$ cat config.mk
export PLATFORM = sky130hd
export DESIGN_NAME = branch_predictor_btb
export DESIGN_NICKNAME = d
export VERILOG_FILES = /design/src/rtl/branch_predictor_btb.sv
export SDC_FILE = /design/constraint.sdc
export NUM_CORES = 1
export LEC_CHECK = 0
export ABC_AREA = 1
export CORE_MARGIN = 3
export CORE_UTILIZATION = 42
export DETAILED_ROUTE_END_ITERATION = 8
export GPL_TIMING_DRIVEN = 0
export REMOVE_ABC_BUFFERS = 1
export SKIP_CTS_REPAIR_TIMING = 1
export SYNTH_ARGS = -nofsm -noshare
export SYNTH_HDL_FRONTEND = slang
export SYNTH_SLANG_ARGS = --single-unit
$ cat constraint.sdc
create_clock -name clk -period 6.7 [get_ports clk]
set_clock_uncertainty 0.1 [all_clocks]
set_input_delay 2.01 -clock clk [delete_from_list [all_inputs] [get_ports clk]]
set_output_delay 2.01 -clock clk [all_outputs]
set_load 0.005 [all_outputs]
$ cat src/rtl/branch_predictor_btb.sv
// Direct-mapped branch target buffer with saturating direction counters.
// Zero-latency lookup from registered state; one resolved-branch update per cycle.
module branch_predictor_btb #(
  parameter int ADDR_W   = 16,
  parameter int ENTRIES  = 16,
  parameter int CTR_W    = 2,
  parameter int CTR_INIT = 1
) (
  input  logic              clk,
  input  logic              rst_n,
  input  logic [ADDR_W-1:0] lookup_pc,
  output logic              pred_hit,
  output logic              pred_taken,
  output logic [ADDR_W-1:0] pred_target,
  input  logic              update_en,
  input  logic [ADDR_W-1:0] update_pc,
  input  logic              update_taken,
  input  logic [ADDR_W-1:0] update_target,
  input  logic              update_mispred,
  input  logic              invalidate,
  output logic [15:0]       resolved_count,
  output logic [15:0]       mispred_count
);

  localparam int IDX_W = $clog2(ENTRIES);
  localparam int TAG_W = ADDR_W - 1 - IDX_W;
  localparam logic [CTR_W-1:0] CTR_MAX    = '1;
  localparam logic [CTR_W-1:0] CTR_RST    = CTR_W'(CTR_INIT);
  localparam logic [CTR_W-1:0] CTR_WEAK_T = CTR_W'(1) << (CTR_W - 1);

  logic              valid_q  [ENTRIES];
  logic              valid_d  [ENTRIES];
  logic [TAG_W-1:0]  tag_q    [ENTRIES];
  logic [TAG_W-1:0]  tag_d    [ENTRIES];
  logic [ADDR_W-1:0] target_q [ENTRIES];
  logic [ADDR_W-1:0] target_d [ENTRIES];
  logic [CTR_W-1:0]  ctr_q    [ENTRIES];
  logic [CTR_W-1:0]  ctr_d    [ENTRIES];
  logic [15:0]       resolved_q, resolved_d;
  logic [15:0]       mispred_q, mispred_d;

  // Instructions are halfword aligned, so PC bit 0 carries no information.
  logic unused_pc_lsb;
  assign unused_pc_lsb = lookup_pc[0] ^ update_pc[0];

  logic [IDX_W-1:0] lk_idx, up_idx;
  logic [TAG_W-1:0] lk_tag, up_tag;
  logic             up_hit;

  assign lk_idx = lookup_pc[IDX_W:1];
  assign lk_tag = lookup_pc[ADDR_W-1:IDX_W+1];
  assign up_idx = update_pc[IDX_W:1];
  assign up_tag = update_pc[ADDR_W-1:IDX_W+1];
  assign up_hit = valid_q[up_idx] && (tag_q[up_idx] == up_tag);

  // Lookup reads only registered state: a same-cycle update is seen one cycle later.
  assign pred_hit       = valid_q[lk_idx] && (tag_q[lk_idx] == lk_tag);
  assign pred_taken     = pred_hit && ctr_q[lk_idx][CTR_W-1];
  assign pred_target    = pred_hit ? target_q[lk_idx] : '0;
  assign resolved_count = resolved_q;
  assign mispred_count  = mispred_q;

  always_comb begin
    // NOTE: every _d gets its hold value first so no path through the branches infers a latch.
    valid_d  = valid_q;
    tag_d    = tag_q;
    target_d = target_q;
    ctr_d    = ctr_q;
    if (invalidate) begin
      for (int i = 0; i < ENTRIES; i++) begin
        valid_d[i] = 1'b0;
        ctr_d[i]   = CTR_RST;
      end
    end else if (update_en) begin
      if (up_hit) begin
        if (update_taken) begin
          target_d[up_idx] = update_target;
          if (ctr_q[up_idx] != CTR_MAX) ctr_d[up_idx] = ctr_q[up_idx] + CTR_W'(1);
        end else if (ctr_q[up_idx] != '0) begin
          ctr_d[up_idx] = ctr_q[up_idx] - CTR_W'(1);
        end
      end else if (update_taken) begin
        valid_d[up_idx]  = 1'b1;
        tag_d[up_idx]    = up_tag;
        target_d[up_idx] = update_target;
        ctr_d[up_idx]    = CTR_WEAK_T;
      end
    end
  end

  // Statistics keep counting even when invalidate discards the table update.
  always_comb begin
    resolved_d = resolved_q;
    mispred_d  = mispred_q;
    if (update_en && (resolved_q != 16'hFFFF)) resolved_d = resolved_q + 16'd1;
    if (update_en && update_mispred && (mispred_q != 16'hFFFF)) mispred_d = mispred_q + 16'd1;
  end

  // NOTE: the table is reset entry-by-entry because reset must leave tags/targets at zero, not just valid bits.
  always_ff @(posedge clk or negedge rst_n) begin
    if (!rst_n) begin
      for (int i = 0; i < ENTRIES; i++) begin
        valid_q[i]  <= 1'b0;
        tag_q[i]    <= '0;
        target_q[i] <= '0;
        ctr_q[i]    <= CTR_RST;
      end
      resolved_q <= '0;
      mispred_q  <= '0;
    end else begin
      // NOTE: non-blocking assignments keep every flop sampling pre-edge values.
      valid_q    <= valid_d;
      tag_q      <= tag_d;
      target_q   <= target_d;
      ctr_q      <= ctr_d;
      resolved_q <= resolved_d;
      mispred_q  <= mispred_d;
    end
  end

endmodule

==> results of run 1 <==
## state kept, by name, summed over array words and instances, names as in the netlist
signal	cells
ctr_q	32
target_q	256
mispred_count	16
tag_q	176
resolved_count	16
valid_q	16
## logic make-up (layout without fill, tap and decap cells)
kind of cell | count (synthesis) | in the layout
XOR/XNOR | 29 | 29
AO/OA/AOI/OAI | 924 | 924
adder cells (fa/ha/maj) | 4 | 4
multiplexers | 52 | 52
AND/OR/NAND/NOR | 1631 | 1633
flip-flops | 512 | 512
other | 0 | 2
buffers and inverters | 606 | 617
## worst max-delay path, cell delays in order
cell      delay [ps]
clkbuf_4         230
buf_12           220
inv_6            200
buf_16           240
nand3_1          150
nand2_1          100
inv_1            100
nand2_1           70
nand2_1           80
nor4_4           340
nand2_4          190
buf_12           180
buf_4            160
nor2_2           100
clkbuf_2         120
## worst paths after layout
check                             startpoint              end  slack [ps]
worst min-delay path               ctr_q[22]        ctr_q[22]         370
worst max register to register      ctr_q[0]        ctr_q[13]        3020
min in group asynchronous              rst_n        tag_q[16]        1200
max in group asynchronous              rst_n    target_q[220]        3620
worst min register to register     ctr_q[22]        ctr_q[22]         370
worst max-delay path            lookup_pc[4]  pred_target[15]          50
## power by group through the flow
stage               sequential (mW)  clock, mW  combinational [mW]
global placement               3.92          0                1.53
finish                         3.86       3.21                1.59
global route                   3.92       3.41                1.82
detailed placement             3.91          0                1.52
floorplan                      3.85          0               0.949
CTS                            3.86       3.28                1.53
## per-stage QoR
step / hold slack [ps] / instances
floorplan: 347 / 3497
global placement: 357 / 4453
detailed placement: 356 / 4488
CTS: 367 / 4594
global route: 379 / 4627
finish: 367 / 4628
## final cells by class
| cell class | instances | area [µm²] | share of cell area (%) |
|---|---|---|---|
| Timing Repair inverter | 2 | 22.5 | 0.0709 |
| Timing Repair Buffer | 164 | 2270 | 7.15 |
| Clock buffer | 81 | 1700 | 5.35 |
| Multi-Input combinational cell | 2642 | 12300 | 38.7 |
| Antenna cell | 2 | 5.00 | 0.0158 |
| Tap cell | 855 | 1070 | 3.37 |
| Sequential cell | 512 | 12800 | 40.4 |
| Inverter | 345 | 1350 | 4.23 |
| Clock inverter | 25 | 239 | 0.752 |
## per-layer routing
layer	vias up	track usage (%)	wire [µm]
li1	12100	-	-
met1	11800	33.9	39800
met2	860	39.8	41400
met3	136	3.39	6010
met4	0	7.95	2390
met5	-	0	0
## cells in the final DEF (no fill, tap or decap), types with 5 or more instances in the layout
| cell | n |
|---|---|
| a21oi_1 | 194 |
| o21ai_0 | 583 |
| nor2_1 | 217 |
| mux2i_1 | 44 |
| nand2_1 | 1136 |
| mux2_2 | 8 |
| o21ai_1 | 59 |
| buf_4 | 12 |
| clkbuf_1 | 7 |
| dfstp_2 | 16 |
| nand2_2 | 10 |
| clkinv_2 | 17 |
| xnor2_1 | 10 |
| nor2_2 | 21 |
| dlymetal6s2s_1 | 14 |
| inv_1 | 338 |
| dfrtp_1 | 496 |
| buf_8 | 15 |
| nor3_1 | 8 |
| o22ai_1 | 17 |
| clkbuf_8 | 16 |
| buf_16 | 17 |
| buf_12 | 5 |
| nand4_1 | 10 |
| clkbuf_16 | 73 |
| clkdlybuf4s50_1 | 76 |
| nand3_1 | 218 |
| o211ai_1 | 54 |
| xor2_1 | 18 |
| o21a_1 | 8 |
==> results_tabular.tex, run 1 <==
\begin{tabular}{lr}
\hline
Metric & Value \\
\hline
\multicolumn{2}{l}{\textbf{STA}} \\
Highest attainable clock frequency & 150 MHz \\
TNS Setup & 0 ps \\
Count of final setup violators & 0 \\
Worst slew pin tran & 1370 ps \\
Max-Slew Margin vs Limit & 8.26\% \\
Setup repair after global routing missed its margin & true \\
Ratio of final minimum period to clock period & 99.2\% \\
Crit path setup slack, layout & 51.6 ps \\
Final-report hold violation count & 0 \\
Clock period minus final worst setup slack & 6650 ps \\
Final number of max-transition violations & 0 \\
\multicolumn{2}{l}{\textbf{Run}} \\
Max cap viols & 0 \\
\multicolumn{2}{l}{\textbf{Synthesis}} \\
Compound-cell area share of the yosys netlist & 17.6\% \\
Most common flop cell mapped by yosys & dfrtp\_1 \\
Mean post-synth cell area & 7.29 µm² \\
Gate Count Post-Synth & 3758 \\
Dominant cells by area after synthesis & dfrtp\_1 45\%, nand2\_1 16\%, o21ai\_0 11\%, inv\_1 4.7\%, nand3\_1 4.0\% \\
Number of synthesized flops with an enable pin & 0 \\
Adder and majority gate portion of the synthesized area & 0.183\% \\
Count of synthesis-stage warnings from yosys & 0 \\
Largest family of logic cells by synthesized area & simple AND/OR/NAND/NOR gates \\
Share of synthesized flip-flops with an asynchronous set or reset & 100\% \\
Yosys reg bits & 512 \\
Cell Area, Synth & 0.0274 mm² \\
Dominant cell by count in the synthesized netlist & nand2\_1 \\
Xor/xnor cell area share of the yosys netlist & 0.927\% \\
Mux share of post-synthesis cell area & 1.94\% \\
Share of the yosys chip area belonging to registers & 46.8\% \\
Distinct cell type count of the synthesized netlist & 36 \\
Dominant cell type by area after synthesis & dfrtp\_1 \\
Top cells by count, synth & 1147 x nand2\_1, 587 x o21ai\_0, 496 x dfrtp\_1, 340 x inv\_1, 237 x nor2\_1 \\
Share of Yosys cell area claimed by the top area cell type & 45.3\% \\
Synthesized-area fraction occupied by and/or/nand/nor cells & 23.6\% \\
\multicolumn{2}{l}{\textbf{Pwr}} \\
Internal power & 6.06 mW \\
Static leakage power & 15.4 nW \\
Part of the power in combinational logic & 18.3\% \\
Share of total power in sequential cells & 44.6\% \\
Pwr Total & 8.66 mW \\
Relative contribution of the clock network to total power & 37.1\% \\
Largest vdd supply drop & 0.220 mV \\
Power density over the cells & 273 mW/mm² \\
Net switching share of the total power & 30.1\% \\
Sw Pwr & 2.60 mW \\
\multicolumn{2}{l}{\textbf{Clock tree}} \\
Number of CTS-inserted buffers & 57 \\
Largest buffer count on any clock path & 3 \\
Cell at the root of the clock tree & clkbuf\_16 \\
H-tree level count & 2 \\
Latest clock arrival within the worst-skew pair & 640 ps \\
Sink Count & 512 \\
Clock tree from TritonCTS & yes \\
Clock transition at the registers of the reported paths & 60 ps \\
\multicolumn{2}{l}{\textbf{Finish}} \\
Ratio of cells with drive above 1 in the final layout & 6.63\% \\
Fill cells & 6469 \\
Area growth syn-to-layout & 15.9\% \\
Fin util & 49.3\% \\
Cell area after layout & 0.0318 mm² \\
Final-stage net count & 3782 \\
\multicolumn{2}{l}{\textbf{Placed design}} \\
Setup Slack @ Placement & -1660 ps \\
Post-place instance area & 0.0292 mm² \\
Placed wire-length estimate after detailed placement & 49100 µm \\
Gp weighted congestion & 0.811 \\
Number of buffers added on ports & 101 \\
\multicolumn{2}{l}{\textbf{Drt}} \\
Number of DRC markers in iteration 0 & 2382 \\
Avg Vias per Cell & 5.38 \\
DRC violations left & 0 \\
Total wire length & 89700 µm \\
Vias & 24900 \\
Final ANT Viol Nets & 0 \\
First-pass detailed-route iteration total & 6 \\
Wire length per cell after detailed routing & 19.4 µm \\
\multicolumn{2}{l}{\textbf{Min path}} \\
Class of the most critical hold timing path & reg2reg \\
Min-Delay Path Depth & 2 \\
\multicolumn{2}{l}{\textbf{Setup path}} \\
Worst Path Max Fanout & 19 \\
Crit path arrival time & 4540 ps \\
Critical path required time & 4590 ps \\
Class of the most critical setup path & in2out \\
R2r worst-path depth & 12 \\
CP endpoint kind & output pin \\
Nature of the critical path startpoint & primary input \\
\multicolumn{2}{l}{\textbf{GRT}} \\
Maximum number of pins on one net before global-route repair & 127 \\
Remaining Overflow, GRT & 0 \\
Wire length of the first global-routing pass & 131000 µm \\
Gr usage total & 24.5\% \\
Vias in the first global route & 22700 \\
Initial antenna violation count & 2 \\
\multicolumn{2}{l}{\textbf{Floorplan}} \\
Horizontal die dimension & 261 µm \\
Die area & 0.0683 mm² \\
Effective utilization at floorplan & 42.5\% \\
I/O pins & 104 \\
Floorplan row count & 93 \\
Placeable core region & 0.0645 mm² \\
Height of the die & 261 µm \\
\multicolumn{2}{l}{\textbf{Status}} \\
Outcome & completed \\
\hline
\end{tabular}
(Power assumes the default switching activity.)
==> run 2: changes to the inputs <==
- GPL_ROUTABILITY_DRIVEN: not set -> 0
==> results of run 2 <==
Final layout, timing and power as in run 1 (identical DEF).
==> variant: new RTL, config.mk and constraints of run 1 <==
Register the output `resolved_count` once more, with the module's reset; this adds one clock of latency there. The other outputs are not delayed to match.
--- a/src/rtl/branch_predictor_btb.sv
+++ b/src/rtl/branch_predictor_btb.sv
@@ -57,7 +57,13 @@
   assign pred_hit       = valid_q[lk_idx] && (tag_q[lk_idx] == lk_tag);
   assign pred_taken     = pred_hit && ctr_q[lk_idx][CTR_W-1];
   assign pred_target    = pred_hit ? target_q[lk_idx] : '0;
-  assign resolved_count = resolved_q;
+  always_ff @(posedge clk or negedge rst_n) begin
+    if (!rst_n) begin
+      resolved_count <= '0;
+    end else begin
+      resolved_count <= resolved_q;
+    end
+  end
   assign mispred_count  = mispred_q;
 
   always_comb begin
Function: not settled (the Yosys comparison gave no result); the edit may change what the design does.
==> variant against run 1 <==
The flow now finishes with violations (setup timing). Power rose by 3.7%. Synthesized cell count rose by 0.13%. Via count up 0.63%. Wire length up 1.4%. Clock power grew 6%. Register-to-register slack better by 100 ps. Final area increased by 2.6%. Sequential cell count grew 16. Worst setup slack got worse by 70 ps. Area after synthesis increased by 1.2%. Critical path type unchanged. Critical endpoint is now pred_target[8]. Highest routed layer is now met5.
==> variant: results <==
set metrics [dict create \
    routabilityCongestion 0.827 \
    drive_above_1_share_pct 7.07 \
    reg2reg_slack_ps 3120 \
    dr.first_iter.drc_count 2628 \
    final_cells 4649 \
    grt_max_degree 144 \
    whs_endpoint "resolved_count[3]$_DFF_PN0_" \
    hpwl_mm 50.6 \
    synth_compound_area_share_pct 17.4 \
    clock_latency_ps 640 \
    antenna_found_initial 3 \
    r2r_end "ctr_q[0]$_DFFE_PN1P_" \
    worst-path-max-fanout 41 \
    outcome "finished with violations" \
    grtUsageMet3_pct 3.62 \
    vdd_ir_drop_max_uv 242 \
    p_leak_nw 15.9 \
    slew_headroom_pct 2.24 \
    muxShareOfSynthArea_pct 1.81 \
    setup_viol 1 \
    ys_seq_area_share_pct 47.7 \
    use_met2_pct 39.0 \
    pre_cts_ws_ps -1990 \
    violations "setup timing" \
    placed_cells 4491 \
    first_global_vias 23200 \
    cts_buffers 60 \
    rr_startpoint "tag_q[54]$_DFFE_PN0P_" \
    startpoint "lookup_pc[2]" \
    synth_xor_area_share_pct 1.04 \
    r2r_cells 17 \
    synthAdderAreaFrac_pct 0.181 \
    vias 25100 \
    hp-start "resolved_q[3]$_DFFE_PN0P_" \
    path_clk_slew_ps 60 \
    wire_per_inst_um 19.6 \
    grt_pass1_wl_mm 134 \
    synth_commonest_cells "nand2_1 (1155), o21ai_0 (622), dfrtp_1 (512)" \
    fin_nets 3802 \
    gr-usage-met1_pct 33.5 \
    grt_usage_pct 24.2 \
    fin_ws_ps -18.9 \
    yosys-top-cells-area "dfrtp_1 (46%), nand2_1 (16%), o21ai_0 (11%)" \
    drtPass1Iterations 6 \
    avgSynthCellArea_um2 7.37 \
    hold_depth 0 \
    arrival_ps 4610 \
    async_flop_share_pct 100 \
]
==> variant: changes by cell type after synthesis, moves of 6 or more <==
cell,before,now
o21ai_1,55,6
buf_1,19,29
nand2_1,1147,1155
clkbuf_1,161,175
o21ai_0,587,622
o221ai_1,3,9
nor2_1,237,231
buf_2,68,45
dfrtp_1,496,512
==> variant: through the flow <==
step                hold slack (ps)  util [%]  area [um^2]
floorplan                       273         -        26600
global placement                298      44.2        28700
detailed placement              299      45.5        29500
CTS                             313      48.6        31600
global route                    319      50.2        32600
finish                          310      50.2        32600
==> variant: cell families after synthesis <==
kind of cell             count (synthesis)
AO/OA/AOI/OAI                          916
buffers and inverters                  608
flip-flops                             528
XOR/XNOR                                33
adder cells (fa/ha/maj)                  4
multiplexers                            49
AND/OR/NAND/NOR                       1625
==> variant: metal layers <==
layer,share of wire [%],vias up
met5,0.014,-
met4,3.6,2
met3,6.9,181
met2,45,850
met1,44,11900
li1,-,12100
==> variant: worst max-delay path by stage <==
stage	to	slack [ps]	cells after the start
finish	pred_target[8]	-20	11
global route	pred_target[8]	-110	15
CTS	pred_target[8]	-2010	16
detailed placement	pred_target[8]	-1990	16
global placement	target_q[228]$_DFFE_PN0P_	-21310	1
floorplan	pred_taken	-830	9
==> variant: worst max-delay path, stage by stage <==
cell	delay, ps
buf_16	160
buf_16	190
inv_12	120
o21ai_1	150
o21ai_0	110
o21ai_2	360
nand2_2	110
nor4_4	320
nand2_4	200
nor2_2	240
clkdlybuf4s50_1	560
==> variant: layout make-up <==
type | count | area, um^2
fillers | 6294 | 32300
flip-flops and latches | 528 | 13200
multi-input cells | 2629 | 12300
repair buffers | 178 | 2600
clock buffers | 94 | 1840
inverters | 346 | 1350
well taps | 855 | 1070
clock inverters | 17 | 195
repair inverters | 1 | 11.3
diodes | 1 | 2.50
==> variant: power by group <==
part           switching [mW]  leakage [nW]  internal [mW]
sequential              0.282          6.51           3.71
combinational           0.969          8.39          0.626
clock                    1.40          1.00           1.99
total                    2.65          15.9           6.33
